==> config.mk <==
export PLATFORM = sky130hd
export DESIGN_NAME = sdram_ctrl_param
export DESIGN_NICKNAME = d
export VERILOG_FILES = /design/src/rtl/sdram_ctrl_param.sv
export SDC_FILE = /design/constraint.sdc
export NUM_CORES = 1
export LEC_CHECK = 0
export BUFFER_PORTS_ARGS = -buffer_cell sky130_fd_sc_hd__buf_2
export CORE_MARGIN = 5
export CORE_UTILIZATION = 40
export CTS_CLUSTER_SIZE = 12
export DETAILED_ROUTE_END_ITERATION = 10
export GPL_TIMING_DRIVEN = 1
export SLEW_MARGIN = 10
export SYNTH_ARGS = -nofsm -noshare
export SYNTH_HDL_FRONTEND = slang
export SYNTH_SLANG_ARGS = --single-unit
==> constraint.sdc <==
create_clock -name clk -period 2.4 [get_ports clk]
set_input_delay 0.24 -clock clk [delete_from_list [all_inputs] [get_ports clk]]
set_output_delay 0.24 -clock clk [all_outputs]
set_load 0.01 [all_outputs]
==> src/rtl/sdram_ctrl_param.sv <==
// rtl/sdram_ctrl_param.sv - parametrised single-word SDR SDRAM controller
// Closed-page accesses with auto-precharge, power-up init sequence and periodic auto-refresh.

module sdram_ctrl_param #(
  parameter int ROW_W   = 13,
  parameter int BA_W    = 2,
  parameter int COL_W   = 10,
  parameter int DQ_W    = 16,
  parameter int CAS_LAT = 2,
  parameter int T_INIT  = 10000,
  parameter int T_RP    = 2,
  parameter int T_RCD   = 2,
  parameter int T_RFC   = 7,
  parameter int T_WR    = 2,
  parameter int T_MRD   = 2,
  parameter int REF_INT = 780
) (
  input  logic                          clk,
  input  logic                          reset,
  input  logic [BA_W+ROW_W+COL_W-1:0]   avs_address,
  input  logic                          avs_read,
  input  logic                          avs_write,
  input  logic [DQ_W-1:0]               avs_writedata,
  input  logic [DQ_W/8-1:0]             avs_byteenable,
  output logic                          avs_ready,
  output logic [DQ_W-1:0]               avs_readdata,
  output logic                          avs_readdatavalid,
  output logic                          init_done,
  output logic [ROW_W-1:0]              sdram_addr,
  output logic [BA_W-1:0]               sdram_ba,
  output logic                          sdram_cs_n,
  output logic                          sdram_ras_n,
  output logic                          sdram_cas_n,
  output logic                          sdram_we_n,
  output logic                          sdram_cke,
  output logic [DQ_W/8-1:0]             sdram_dqm,
  output logic [DQ_W-1:0]               sdram_dq_out,
  input  logic [DQ_W-1:0]               sdram_dq_in,
  output logic                          sdram_dq_oe
);

  localparam int BE_W   = DQ_W / 8;
  localparam int M1     = (T_INIT > T_RFC) ? T_INIT : T_RFC;
  localparam int M2     = (M1 > T_WR + T_RP) ? M1 : T_WR + T_RP;
  localparam int M3     = (M2 > T_MRD) ? M2 : T_MRD;
  localparam int M4     = (M3 > T_RCD) ? M3 : T_RCD;
  localparam int GAP_MX = (M4 > CAS_LAT) ? M4 : CAS_LAT;
  localparam int CNT_W  = $clog2(GAP_MX + 1);
  localparam int RCNT_W = $clog2(REF_INT + 1);

  localparam logic [3:0] CMD_NOP = 4'b0111;
  localparam logic [3:0] CMD_ACT = 4'b0011;
  localparam logic [3:0] CMD_RD  = 4'b0101;
  localparam logic [3:0] CMD_WR  = 4'b0100;
  localparam logic [3:0] CMD_PRE = 4'b0010;
  localparam logic [3:0] CMD_REF = 4'b0001;
  localparam logic [3:0] CMD_MRS = 4'b0000;

  localparam logic [ROW_W-1:0] A10_BIT  = ROW_W'(1) << 10;
  // Burst length 1, sequential, write burst = programmed burst (A9=0).
  localparam logic [ROW_W-1:0] MRS_ADDR = ROW_W'(CAS_LAT) << 4;

  typedef enum logic [3:0] {
    INIT_WAIT, INIT_PRE, INIT_REF1, INIT_REF2, INIT_MRS,
    IDLE, REFRESH, ACTIVATE, RW, RD_WAIT, RECOVER
  } state_t;

  state_t            r_state;
  logic [CNT_W-1:0]  r_cnt;
  logic [3:0]        r_cmd;
  logic [ROW_W-1:0]  r_addr;
  logic [BA_W-1:0]   r_ba;
  logic [BE_W-1:0]   r_dqm;
  logic [DQ_W-1:0]   r_dq_out;
  logic              r_dq_oe;
  logic              r_ready;
  logic [DQ_W-1:0]   r_rdata;
  logic              r_rdv;
  logic              r_init_done;
  logic              r_is_wr;
  logic [COL_W-1:0]  r_col;
  logic [DQ_W-1:0]   r_wdata;
  logic [BE_W-1:0]   r_be;
  logic [RCNT_W-1:0] r_ref_cnt;
  logic              r_ref_pend;

  logic [BA_W-1:0]   w_bank;
  logic [ROW_W-1:0]  w_row;
  logic [ROW_W-1:0]  w_col_addr;
  logic              w_ref_expire;
  logic              w_ref_issue;
  logic              w_ref_pend_nxt;

  assign w_bank         = avs_address[COL_W+ROW_W +: BA_W];
  assign w_row          = avs_address[COL_W +: ROW_W];
  assign w_col_addr     = ROW_W'(r_col) | A10_BIT;
  assign w_ref_expire   = r_init_done && (r_ref_cnt == '0);
  assign w_ref_issue    = (r_state == IDLE) && r_ref_pend;
  // Expiry wins over the clear so a refresh due on the issue edge is not lost.
  assign w_ref_pend_nxt = w_ref_expire | (r_ref_pend & ~w_ref_issue);

  always_ff @(posedge clk) begin
    if (reset) begin
      r_ref_cnt  <= '0;
      r_ref_pend <= 1'b0;
    end else if (!r_init_done) begin
      r_ref_cnt  <= RCNT_W'(REF_INT - 1);
      r_ref_pend <= 1'b0;
    end else begin
      r_ref_pend <= w_ref_pend_nxt;
      r_ref_cnt  <= w_ref_expire ? RCNT_W'(REF_INT - 1) : r_ref_cnt - RCNT_W'(1);
    end
  end

  always_ff @(posedge clk) begin
    if (reset) begin
      r_state     <= INIT_WAIT;
      r_cnt       <= CNT_W'(T_INIT - 1);
      r_cmd       <= CMD_NOP;
      r_addr      <= '0;
      r_ba        <= '0;
      r_dqm       <= '1;
      r_dq_out    <= '0;
      r_dq_oe     <= 1'b0;
      r_ready     <= 1'b0;
      r_rdata     <= '0;
      r_rdv       <= 1'b0;
      r_init_done <= 1'b0;
      r_is_wr     <= 1'b0;
      r_col       <= '0;
      r_wdata     <= '0;
      r_be        <= '0;
    end else begin
      r_cmd   <= CMD_NOP;
      r_dq_oe <= 1'b0;
      r_rdv   <= 1'b0;
      r_ready <= 1'b0;
      if (r_cnt != '0) r_cnt <= r_cnt - CNT_W'(1);
      case (r_state)
        INIT_WAIT: if (r_cnt == '0) begin
          r_cmd   <= CMD_PRE;
          r_addr  <= A10_BIT;
          r_cnt   <= CNT_W'(T_RP);
          r_state <= INIT_PRE;
        end
        INIT_PRE: if (r_cnt == '0) begin
          r_cmd   <= CMD_REF;
          r_cnt   <= CNT_W'(T_RFC);
          r_state <= INIT_REF1;
        end
        INIT_REF1: if (r_cnt == '0) begin
          r_cmd   <= CMD_REF;
          r_cnt   <= CNT_W'(T_RFC);
          r_state <= INIT_REF2;
        end
        INIT_REF2: if (r_cnt == '0) begin
          r_cmd   <= CMD_MRS;
          r_ba    <= '0;
          r_addr  <= MRS_ADDR;
          r_cnt   <= CNT_W'(T_MRD);
          r_state <= INIT_MRS;
        end
        INIT_MRS: if (r_cnt == '0) begin
          r_init_done <= 1'b1;
          r_ready     <= ~w_ref_pend_nxt;
          r_state     <= IDLE;
        end
        IDLE: begin
          if (r_ref_pend) begin
            r_cmd   <= CMD_REF;
            r_cnt   <= CNT_W'(T_RFC);
            r_state <= REFRESH;
          end else if (r_ready && (avs_write || avs_read)) begin
            r_is_wr <= avs_write;
            r_col   <= avs_address[COL_W-1:0];
            r_wdata <= avs_writedata;
            r_be    <= avs_byteenable;
            r_cmd   <= CMD_ACT;
            r_addr  <= w_row;
            r_ba    <= w_bank;
            r_cnt   <= CNT_W'(T_RCD - 1);
            r_state <= ACTIVATE;
          end else begin
            r_ready <= ~w_ref_pend_nxt;
          end
        end
        REFRESH: if (r_cnt == '0) begin
          r_ready <= ~w_ref_pend_nxt;
          r_state <= IDLE;
        end
        ACTIVATE: if (r_cnt == '0) begin
          r_addr <= w_col_addr;
          if (r_is_wr) begin
            r_cmd    <= CMD_WR;
            r_dq_oe  <= 1'b1;
            r_dq_out <= r_wdata;
            r_dqm    <= ~r_be;
            r_cnt    <= CNT_W'(T_WR + T_RP);
            r_state  <= RW;
          end else begin
            r_cmd   <= CMD_RD;
            r_dqm   <= '0;
            r_cnt   <= CNT_W'(CAS_LAT);
            r_state <= RD_WAIT;
          end
        end
        RW: begin
          r_dqm <= '1;
          if (r_cnt == '0) begin
            r_ready <= ~w_ref_pend_nxt;
            r_state <= IDLE;
          end
        end
        // DQM stays low until capture so the read word is never masked at CAS 3.
        RD_WAIT: if (r_cnt == '0) begin
          r_rdata <= sdram_dq_in;
          r_rdv   <= 1'b1;
          r_dqm   <= '1;
          r_cnt   <= CNT_W'(T_RP);
          r_state <= RECOVER;
        end
        RECOVER: if (r_cnt == '0) begin
          r_ready <= ~w_ref_pend_nxt;
          r_state <= IDLE;
        end
        default: r_state <= INIT_WAIT;
      endcase
    end
  end

  assign {sdram_cs_n, sdram_ras_n, sdram_cas_n, sdram_we_n} = r_cmd;
  assign sdram_cke         = 1'b1;
  assign sdram_addr        = r_addr;
  assign sdram_ba          = r_ba;
  assign sdram_dqm         = r_dqm;
  assign sdram_dq_out      = r_dq_out;
  assign sdram_dq_oe       = r_dq_oe;
  assign avs_ready         = r_ready;
  assign avs_readdata      = r_rdata;
  assign avs_readdatavalid = r_rdv;
  assign init_done         = r_init_done;

endmodule

* Word-level counts from Yosys, hierarchy flattened
Index checks and enable logic that the tools add are counted.
Cells by class: equal/unequal tests 20, bitwise operators 10, reductions and logical operators 26, add/subtract/negate cells 2, mux-type cells 49
Operators by type and width (number):
- two-way mux 14 bit | 6
- two-way mux 13 bit | 5
- one-hot mux 14 bit (4 select lines) | 1
- one-hot mux 13 bit (4 select lines) | 1
- two-way mux 4 bit | 9
- one-hot mux 4 bit (8 select lines) | 1
- two-way mux 10 bit | 2
- two-way mux 3 bit | 6
- == test 4 x 3 -> 1 bit, second input constant | 4
- one-hot mux 3 bit (5 select lines) | 1
- zero test 14 bit | 1
- two-way mux 2 bit | 7
- != test 2 bit, second input constant | 7
- nonzero test 14 bit | 1
- subtractor 14 x 1 -> 14 bit, second input constant | 1
- == test 4 bit, second input constant | 3
- zero test 10 bit | 1
- subtractor 10 x 1 -> 10 bit, second input constant | 1
- AND reduction 3 bit | 3
- OR reduction 3 bit | 3
- == test 4 x 2 -> 1 bit, second input constant | 2
- AND reduction 8 bit | 1
- two-way mux 1 bit | 7
- NOT 1 bit | 7
- 20 further kinds | 26
Word-level totals: bits in registers 115, bits of input ports 63, logic and storage cells 126, output and inout port bits 58

* Depth between registers and ports, before layout
Gate-level depths: netlist of the first run.
word-level depth 9, depth in mapped cells 10, gate-level depth less buffers 9

* Worst setup path before layout of the first run
Ideal clock, no wire load.
kind register to register, from register r_cnt[0], to register r_cnt[0], stages on the path, launching flop included 11, arrival time 1.874 ns, path slack 0.452 ns, path buffers 1, clock period less this slack 1.948 ns, setup time 0.074 ns, data required time 2.326 ns, path through dfxtp_1 inv_1 ha_1 nor4b_4 and4_4 inv_4 buf_2 ha_1 o21ai_0 nand2_1 o21ai_0
On the way: longest elaborated chain between the ends 5, elaborated cells on any way between the ends 10, those cells by class add/sub (1); mux (7); reduce/logical (2)
Ends and longest elaborated chain:
- start, declared | line 69 | logic [CNT_W-1:0] r_cnt;
- start signal, assigned | line 118 | r_cnt <= CNT_W'(T_INIT - 1);
- start signal, assigned | line 138 | if (r_cnt != '0) r_cnt <= r_cnt - CNT_W'(1);
- start signal, assigned | line 143 | r_cnt <= CNT_W'(T_RP);
- subtractor 14 x 1 -> 14 bit / nonzero test 14 bit (equally long branches) | line 138
- two-way mux 14 bit | line 138
- two-way mux 14 bit | line 173 | end else if (r_ready && (avs_write || avs_read)) begin
- two-way mux 14 bit | line 169 | if (r_ref_pend) begin
- one-hot mux 14 bit (4 select lines) (*) | line 139 | case (r_state)
Every way passes the cells marked *; elsewhere a longest branch is shown, timed or not. A chain may end at the register's enable or synchronous reset.

* Final worst setup path of the first run
from register r_cnt[0], to register r_addr[10], in the netlist sdram_addr[10]
On the way: longest elaborated chain between the ends 3, elaborated cells on any way between the ends 5, those cells by class eq/ne (3); reduce/logical (2)
Ends and longest elaborated chain:
- zero test 14 bit (*) | line 140, 156, 191
- != test 2 bit (no source line)
- AND reduction 6 bit (no source line) (*)
- end signal, assigned | line 179 | r_addr <= w_row;
- end signal, assigned | line 192 | r_addr <= w_col_addr;
- end, declared | line 71 | logic [ROW_W-1:0] r_addr;
Marked as above.

==> results of run 1 <==
==> state kept, by name, indices dropped and copies added, names as in the netlist, 2 cells and up <==
name	flops
sdram_dqm	2
r_cnt	14
sdram_addr	13
r_ref_cnt	10
r_wdata	16
r_state	4
r_cmd	3
sdram_dq_out	16
sdram_ba	2
r_col	10
avs_readdata	16
r_be	2
==> layer usage <==
layer,track usage,vias up,part of all wire
met5,0,-,0
met4,0.0803,0,0.015
met3,0.0485,15,0.064
met2,0.282,151,0.48
met1,0.234,2208,0.44
li1,-,2294,-
==> cells by family (layout without fill, tap and decap cells) <==
group,count (synthesis),after routing,share of synthesized area
AND/OR/NAND/NOR,239,239,0.233
multiplexers,20,20,0.0394
AO/OA/AOI/OAI,142,142,0.192
adder cells (fa/ha/maj),6,6,0.0147
flip-flops,114,114,0.446
other,2,2,0.00147
buffers and inverters,50,180,0.0479
XOR/XNOR,15,15,0.0257
==> power groups by stage <==
stage          Combinational (mW)  Sequential, mW  Clock (mW)
2_1_floorplan              0.0772            1.95           0
3_3_place_gp                0.140            1.96           0
3_5_place_dp                0.143            1.96           0
4_1_cts                     0.145            1.92        2.81
5_1_grt                     0.160            1.92        2.91
6_report                    0.144            1.92        2.76
==> how the worst max path moves through the flow <==
stage	start	cells past startpoint	to	slack, ns
detailed placement	r_cnt[0]	9	sdram_addr[10]	0.24
floorplan	r_cnt[0]	10	r_cnt[0]	0.45
CTS	r_cnt[0]	9	sdram_addr[10]	0.21
global route	r_cnt[0]	9	sdram_addr[10]	-0.0006
finish	r_cnt[0]	9	sdram_addr[10]	0.20
global placement	r_cnt[0]	9	sdram_addr[10]	0.31
==> layout by cell type, fill, tap and decap left out, types with 5 or more instances in the layout <==
| cell | n |
|---|---|
| buf_2 | 117 |
| dfxtp_1 | 114 |
| nand2_1 | 98 |
| a21oi_1 | 57 |
| nor2_1 | 45 |
| nor3_1 | 23 |
| buf_4 | 20 |
| mux2i_1 | 19 |
| clkbuf_16 | 17 |
| a22oi_1 | 12 |
| nand2_2 | 11 |
| nand2b_1 | 10 |
| xnor2_1 | 10 |
| a21oi_2 | 10 |
| nand3_1 | 10 |
| o21ai_0 | 10 |
| a211oi_2 | 9 |
| inv_1 | 8 |
| nor2b_1 | 7 |
| ha_1 | 6 |
| xor2_1 | 5 |
| o22ai_1 | 5 |
| o21bai_1 | 5 |
| nor3_2 | 5 |
| a31oi_1 | 5 |
| bufinv_16 | 5 |
==> worst register-to-register path: stages (launching register included) <==
cell      delay (ns)
dfxtp_1         0.35
inv_1           0.13
ha_1            0.16
nor4b_4         0.26
and4_4          0.37
inv_4           0.12
o31ai_4         0.27
buf_12          0.17
nor3_1          0.05
a311oi_1        0.24
==> cell type report <==
class | instances | area share
multi-input cells | 424 | 0.396
flip-flops and latches | 114 | 0.348
repair buffers | 139 | 0.118
clock buffers | 20 | 0.0681
well taps | 172 | 0.0328
clock inverters | 12 | 0.0311
inverters | 9 | 0.00553
==> metrics by stage <==
stage / instances / setup TNS (ns) / util / hold slack, ns
finish: 890 / 0 / 0.522 / 0.0571
global route: 890 / -0.000647 / 0.522 / 0.0462
CTS: 889 / 0 / 0.521 / 0.0420
detailed placement: 857 / 0 / 0.469 / 0.445
global placement: 857 / 0 / 0.469 / 0.437
floorplan: 588 / 0 / - / 0.374
==> results.py, run 1 <==
metrics = {
    "power": {
        "powerDensity_nw_per_um2": 736,
        "finalPower_mw": 4.82,
        "p_int_mw": 3.84,
        "seqPwrFrac": 0.397,
        "vdd_drop_max_mv": 0.371,
        "leakage_nw": 2.72,
        "power.switching_mw": 0.982,
        "clockPowerShare": 0.573,
        "pwr-share-comb": 0.030,
        "sw_frac_of_total": 0.204,
    },
    "die": {
        "dieArea_sq_um": 15200,
        "num_io_pins": 121,
        "coreArea_sq_um": 12600,
        "rows": 41,
        "die_x_microns": 123,
        "die_h_microns": 123,
        "initial_core_util": 0.407,
    },
    "worst_setup_path": {
        "end_kind": "flip-flop",
        "slowest_stage": "and4_4",
        "worst_r2r_path_depth": 9,
        "critical_path_required_ns": 2.73,
        "critPathTopFamily": "simple AND/OR/NAND/NOR gates",
        "r2r_setup_slack_ns": 0.20,
        "timing.rr.end": "sdram_addr[10]",
        "critPathLaunchType": "flip-flop",
        "cp_cell_sequence": "inv_1 -> ha_1 -> nor4b_4 -> and4_4 -> inv_4 -> o31ai_4 -> buf_12 -> nor3_1 -> a311oi_1",
        "crit_fanout": 15,
        "crit_type": "flip-flop to flip-flop",
        "max_stage_delay_ns": 0.37,
        "regToRegStartpoint": "r_cnt[0]",
        "path_buf_inv": 3,
        "cp_data_arrival_time_ns": 2.52,
    },
    "grt": {
        "track_usage": 0.181,
        "gr-total-overflow": 0,
        "grt_max_degree": 55,
        "first_global_vias": 4452,
        "grt_antenna_before_repair": 0,
        "grt_pass1_wl_microns": 21600,
    },
    "route": {
        "drtIter0Drc": 286,
        "drtPass1Iterations": 5,
        "route.detailed.drc": 0,
        "avgViaCountPerCell": 5.24,
        "wirelength_microns": 13300,
        "antenna_left": 0,
        "vias": 4668,
        "wl_per_cell_microns": 15.0,
    },
    "sta": {
        "final_hold_viol_count": 0,
        "finalMaxSlewViolations": 0,
        "tightest_slew_ns": 0.648,
        "setup_viol": 0,
        "finClkSkew_ns": 0.00896,
        "fmax_ghz": 0.455,
        "worst_slack_ns": 0.204,
        "min_period_ns": 2.20,
        "period_share": 0.915,
        "slew_headroom": 0.568,
    },
    "placement": {
        "dp_slack_ns": 0.237,
        "placed_area_sq_um": 5900,
        "finalWeightedCongestion": 0.896,
        "dpl.hpwl_microns": 9290,
        "port_buffers": 118,
    },
    "final_layout": {
        "fin_area_sq_um": 6560,
        "drive_gt1_frac": 0.304,
        "n_antenna_cell": 0,
        "layout.area.seq_sq_um": 2280,
        "multiInputGateArea_sq_um": 2600,
        "final_nets": 774,
        "fill_cells": 1195,
        "area_growth_pct": 28.1,
    },
    "clock_tree": {
        "cts_tree": "yes",
        "cts_setup_buffers": 0,
        "htree_num_levels": 4,
        "postCtsHoldBufs": 0,
        "clk_pin_slew_ns": 0.06,
        "clock_latency_ns": 0.42,
        "numCtsBuffers": 17,
        "cts.sinks": 114,
        "root_buffer": "clkbuf_16",
        "cts.path.max_buffers": 2,
        "post_cts_resized": 0,
    },
    "yosys": {
        "ys_seq_elements": 114,
        "synthFlopType": "dfxtp_1",
        "syn_avg_cell_area_sq_um": 8.71,
        "synth-async-reset-ratio": 0,
        "yosysTopAreaCellShare": 0.446,
        "synthTopCellsByArea": "dfxtp_1, nand2_1, a21oi_1",
        "syn-cell-area_sq_um": 5120,
        "ys_warn_count": 0,
        "yosysSeqAreaShare": 0.446,
        "yosys-top-cells-count": "dfxtp_1, nand2_1, a21oi_1, nor2_1, clkbuf_1",
        "syn_inst": 588,
        "yosysUniqueCellTypes": 70,
        "synth.net_count": 657,
        "synth_edf_count": 0,
        "synth_top_cell_by_area": "dfxtp_1",
        "post-synth-top-count-cell": "dfxtp_1",
    },
    "min_path": {
        "worstHoldEndpoint": "r_wdata[7]",
        "holdPathStages": 3,
        "hold_class": "input port to flip-flop",
        "hold_start": "avs_writedata[7]",
    },
    "run": {
        "cap_viol_max_count": 0,
    },
    "status": {
        "run_status": "completed",
    },
}
(Power assumes the default switching activity.)
==> run 2, diff against run 1 <==
--- a/config.mk
+++ b/config.mk
@@ -6,11 +6,14 @@
 export NUM_CORES = 1
 export LEC_CHECK = 0
 export BUFFER_PORTS_ARGS = -buffer_cell sky130_fd_sc_hd__buf_2
+export CELL_PAD_IN_SITES_DETAIL_PLACEMENT = 0
+export CELL_PAD_IN_SITES_GLOBAL_PLACEMENT = 1
 export CORE_MARGIN = 5
 export CORE_UTILIZATION = 40
 export CTS_CLUSTER_SIZE = 12
 export DETAILED_ROUTE_END_ITERATION = 10
 export GPL_TIMING_DRIVEN = 1
+export PLACE_DENSITY_LB_ADDON = 0.1
 export SLEW_MARGIN = 10
 export SYNTH_ARGS = -nofsm -noshare
 export SYNTH_HDL_FRONTEND = slang
==> run 2 against run 1 <==
Effect of this change:
- final cell count is 0.45% higher
- critical endpoint unchanged
- design area is 0.23% lower
- clock skew is 0.0018 ns lower
==> results.py, run 2 (synthesis results as in run 1) <==
metrics = {
    "worst_setup_path": {
        "path_buf_inv": 3,
        "crit_type": "flip-flop to flip-flop",
        "slowest_stage": "and4_4",
        "end_kind": "flip-flop",
        "r2r_setup_slack_ns": 0.20,
        "critical_path_required_ns": 2.72,
        "worst_r2r_path_depth": 9,
        "crit_fanout": 15,
        "cp_data_arrival_time_ns": 2.52,
        "critPathTopFamily": "simple AND/OR/NAND/NOR gates",
        "max_stage_delay_ns": 0.39,
        "critPathLaunchType": "flip-flop",
        "cp_cell_sequence": "inv_1 -> ha_1 -> nor4b_4 -> and4_4 -> inv_4 -> o31ai_4 -> buf_4 -> nor3_1 -> a311oi_1",
        "regToRegStartpoint": "r_cnt[0]",
        "timing.rr.end": "sdram_addr[10]",
    },
    "min_path": {
        "worstHoldEndpoint": "avs_readdata[12]",
        "hold_class": "input port to flip-flop",
        "holdPathStages": 3,
        "hold_start": "sdram_dq_in[12]",
    },
    "final_layout": {
        "multiInputGateArea_sq_um": 2600,
        "fill_cells": 1215,
        "n_antenna_cell": 0,
        "drive_gt1_frac": 0.306,
        "layout.area.seq_sq_um": 2280,
        "final_nets": 778,
        "area_growth_pct": 27.8,
        "final_common_cell": "buf_2",
        "fin_cells": 894,
        "mostFrequentLayoutCells": "buf_2, dfxtp_1, nand2_1",
    },
    "sta": {
        "min_period_ns": 2.20,
        "tightest_slew_ns": 0.734,
        "finalMaxSlewViolations": 0,
        "rsz0062_at_grt": "false",
        "setup_viol": 0,
        "fin_setup_tns_ns": 0,
        "slew_headroom": 0.511,
        "worst_slack_ns": 0.197,
        "finClkSkew_ns": 0.00721,
        "final_hold_viol_count": 0,
        "fmax_ghz": 0.454,
        "period_share": 0.918,
    },
    "route": {
        "drtPass1Iterations": 4,
        "antenna_left": 0,
        "route.detailed.drc": 0,
        "wirelength_microns": 13300,
        "avgViaCountPerCell": 5.03,
        "vias": 4499,
        "wl_per_cell_microns": 14.9,
        "drtIter0Drc": 261,
    },
    "power": {
        "finalPower_mw": 4.54,
        "pwr-share-comb": 0.032,
        "power.switching_mw": 0.931,
        "leakage_nw": 2.74,
        "p_int_mw": 3.61,
        "sw_frac_of_total": 0.205,
        "vdd_drop_max_mv": 0.405,
        "powerDensity_nw_per_um2": 693,
        "clockPowerShare": 0.546,
        "seqPwrFrac": 0.422,
    },
    "clock_tree": {
        "cts.sinks": 114,
        "postCtsHoldBufs": 0,
        "clk_pin_slew_ns": 0.05,
        "htree_num_levels": 4,
        "cts.path.max_buffers": 2,
        "cts_tree": "yes",
        "clock_latency_ns": 0.41,
        "root_buffer": "clkbuf_16",
        "numCtsBuffers": 17,
    },
    "die": {
        "dieArea_sq_um": 15200,
        "die_x_microns": 123,
        "num_io_pins": 121,
        "rows": 41,
        "initial_core_util": 0.407,
        "coreArea_sq_um": 12600,
        "die_h_microns": 123,
    },
    "grt": {
        "grt_max_degree": 59,
        "track_usage": 0.181,
        "gr-total-overflow": 0,
        "first_global_vias": 4346,
        "grt_pass1_wl_microns": 21600,
        "grt_antenna_before_repair": 1,
    },
    "placement": {
        "placedCellCount": 859,
        "dpl.hpwl_microns": 9250,
        "finalWeightedCongestion": 0.809,
        "dp_slack_ns": 0.177,
        "port_buffers": 118,
    },
    "run": {
        "cap_viol_max_count": 0,
    },
    "status": {
        "run_status": "completed",
    },
}
[run 2: cell types whose count changed in the layout (fill, tap and decap cells not counted), sizes merged]
cell | before | now
buf | 139 | 143
inv | 11 | 9
clkinv | 2 | 6
clkinvlp | 3 | 0
clkbuf | 20 | 24
bufinv | 5 | 2
[run 2: worst max-delay path by stage]
stage,from,endpoint,depth (start not counted)
3_5_place_dp,r_cnt[0],sdram_addr[10],9
5_1_grt,r_cnt[0],sdram_addr[1],9
2_1_floorplan,r_cnt[0],r_cnt[0],10
3_3_place_gp,r_cnt[0],sdram_addr[10],9
4_1_cts,r_cnt[0],sdram_addr[10],9
6_report,r_cnt[0],sdram_addr[10],9
[run 2: final cells by class]
type,count,area share
flip-flops and latches,114,0.349
multi-input cells,424,0.397
inverters,9,0.00555
clock inverters,8,0.0155
repair buffers,143,0.125
clock buffers,24,0.0752
well taps,172,0.0329
[run 2: worst min-delay path, stage by stage]
cell	delay [ns]
buf_2	0.10
nand2_2	0.05
a21oi_2	0.04
[run 2: power groups by stage]
stage / sequential [mW] / combinational [mW] / clock, mW
floorplan: 1.95 / 0.0772 / 0
global placement: 1.95 / 0.142 / 0
detailed placement: 1.95 / 0.143 / 0
CTS: 1.91 / 0.145 / 2.54
global route: 1.92 / 0.160 / 2.63
finish: 1.92 / 0.144 / 2.48
[run 2: stage by stage]
stage	hold slack, ns	cell area [sq um]	util
finish	0.0687	6540	0.521
global route	0.0466	6540	0.521
CTS	0.0464	6510	0.518
detailed placement	0.444	5910	0.471
global placement	0.434	5910	0.471
floorplan	0.374	5120	-
[run 2: layer usage]
| metal | track usage | vias to the layer above | routed length (microns) |
|---|---|---|---|
| met2 | 0.277 | 116 | 6130 |
| met1 | 0.234 | 2064 | 6130 |
| met5 | 0 | - | 13 |
| met4 | 0.0713 | 2 | 185 |
| met3 | 0.0645 | 17 | 882 |
| li1 | - | 2300 | - |
[run 2: timing repair]
item,4_1_cts,5_1_grt
setup endpoints to repair,0,2
gates resized for setup,0,0
setup buffers,0,3
==> run 3, diff against run 2 <==
--- a/config.mk
+++ b/config.mk
@@ -13,6 +13,7 @@
 export CTS_CLUSTER_SIZE = 12
 export DETAILED_ROUTE_END_ITERATION = 10
 export GPL_TIMING_DRIVEN = 1
+export MAX_ROUTING_LAYER = met4
 export PLACE_DENSITY_LB_ADDON = 0.1
 export SLEW_MARGIN = 10
 export SYNTH_ARGS = -nofsm -noshare
==> run 3 against run 2 <==
Effect of this change:
- fmax up 0.27%
- critical path depth unchanged
- total power about the same
- via count down 0.47%
- sequential share of layout area about the same
- sequential cell count unchanged
- sequential power about the same
- clock skew down 0.0020 ns
==> results.py, run 3 (synthesis results as in run 1) <==
metrics = {
    "worst_setup_path": {
        "critPathLaunchType": "flip-flop",
        "cp_data_arrival_time_ns": 2.52,
        "crit_type": "flip-flop to flip-flop",
        "regToRegStartpoint": "r_cnt[0]",
        "critical_path_required_ns": 2.72,
        "end_kind": "flip-flop",
        "r2r_setup_slack_ns": 0.20,
        "crit_fanout": 15,
        "worst_r2r_path_depth": 9,
        "timing.rr.end": "sdram_addr[10]",
    },
    "clock_tree": {
        "cts_tree": "yes",
        "cts.path.max_buffers": 2,
        "clk_pin_slew_ns": 0.05,
        "root_buffer": "clkbuf_16",
        "htree_num_levels": 4,
        "post_cts_resized": 0,
        "cts.sinks": 114,
        "clock_latency_ns": 0.41,
        "numCtsBuffers": 17,
    },
    "route": {
        "avgViaCountPerCell": 5.00,
        "wirelength_microns": 13300,
        "drtIter0Drc": 270,
        "vias": 4478,
        "route.detailed.drc": 0,
        "antenna_left": 0,
        "wl_per_cell_microns": 14.9,
        "drtPass1Iterations": 4,
    },
    "run": {
        "cap_viol_max_count": 0,
    },
    "die": {
        "die_x_microns": 123,
        "coreArea_sq_um": 12600,
        "dieArea_sq_um": 15200,
        "num_io_pins": 121,
        "die_h_microns": 123,
        "rows": 41,
        "initial_core_util": 0.407,
    },
    "grt": {
        "first_global_vias": 4350,
        "gr-total-overflow": 0,
        "grt_antenna_before_repair": 1,
        "track_usage": 0.186,
        "grt_pass1_wl_microns": 21600,
        "grt_max_degree": 59,
    },
    "power": {
        "vdd_drop_max_mv": 0.406,
        "finalPower_mw": 4.53,
        "leakage_nw": 2.74,
        "powerDensity_nw_per_um2": 693,
    },
    "min_path": {
        "hold_start": "avs_writedata[7]",
        "worstHoldEndpoint": "r_wdata[7]",
        "hold_class": "input port to flip-flop",
        "holdPathStages": 3,
    },
    "final_layout": {
        "layout.area.seq_sq_um": 2280,
        "fin_area_sq_um": 6550,
        "area_growth_pct": 27.9,
        "multiInputGateArea_sq_um": 2600,
        "final_nets": 778,
        "drive_gt1_frac": 0.306,
        "fill_cells": 1215,
        "mostFrequentLayoutCells": "buf_2, dfxtp_1, nand2_1",
        "final_common_cell": "buf_2",
    },
    "sta": {
        "setup_viol": 0,
        "final_hold_viol_count": 0,
        "fmax_ghz": 0.455,
        "period_share": 0.916,
        "tightest_slew_ns": 0.722,
        "fin_setup_tns_ns": 0,
        "finalMaxSlewViolations": 0,
        "finClkSkew_ns": 0.00517,
        "min_period_ns": 2.20,
        "rsz0062_at_grt": "false",
        "slew_headroom": 0.519,
    },
    "placement": {
        "port_buffers": 118,
        "placed_area_sq_um": 5910,
        "dpl.hpwl_microns": 9250,
        "finalWeightedCongestion": 0.821,
    },
    "status": {
        "run_status": "completed",
    },
}
-- run 3: changes by cell type in the layout (fill, tap and decap cells not counted) --
cell,delta
diode_2,+1
-- run 3: worst max path at each step --
stage             start              to  cells past startpoint
6_report       r_cnt[0]  sdram_addr[10]                      9
5_1_grt        r_cnt[0]   sdram_addr[1]                      9
4_1_cts        r_cnt[0]  sdram_addr[10]                      9
3_5_place_dp   r_cnt[0]  sdram_addr[10]                      9
3_3_place_gp   r_cnt[0]  sdram_addr[10]                      9
2_1_floorplan  r_cnt[0]        r_cnt[0]                     10
-- run 3: layout make-up --
type	count	share of cell area
diodes	1	0.000382
inverters	9	0.00554
flip-flops and latches	114	0.349
repair buffers	143	0.125
clock inverters	8	0.0155
clock buffers	24	0.0751
well taps	172	0.0329
multi-input cells	424	0.397
-- run 3: where the power goes --
| group | internal, mW | total, mW | switching [mW] |
|---|---|---|---|
| Combinational | 0.0647 | 0.144 | 0.0789 |
| Clock | 1.64 | 2.48 | 0.840 |
| Sequential | 1.91 | 1.92 | 0.0105 |
| Total | 3.61 | 4.53 | 0.929 |
-- run 3: critical path: stages, from the launching register on --
cell	delay, ns
dfxtp_1	0.34
inv_1	0.12
ha_1	0.16
nor4b_4	0.24
and4_4	0.39
inv_4	0.13
o31ai_4	0.22
buf_4	0.20
nor3_1	0.06
a311oi_1	0.23
-- run 3: per-layer routing --
metal  vias to the layer above  GRT usage  share of wire
li1                       2298          -              -
met1                      2042      0.238           0.47
met2                       124      0.277           0.46
met3                        14     0.0567          0.063
met4                         0     0.0713          0.013
met5                         -          -              0
-- run 3: repair_timing --
| action | CTS | global route |
|---|---|---|
| setup endpoints to repair | 0 | 2 |
| setup buffers | 0 | 3 |
| hold buffers | 0 | 0 |
-- run 3: through the flow --
step,setup slack [ns],hold WS (ns),instances,util
after floorplan,0.452,0.374,588,-
after global placement,0.247,0.434,859,0.471
after detailed placement,0.177,0.444,859,0.471
after CTS,0.166,0.0464,891,0.518
after global routing,0.0223,0.0466,895,0.521
final,0.202,0.0683,895,0.521
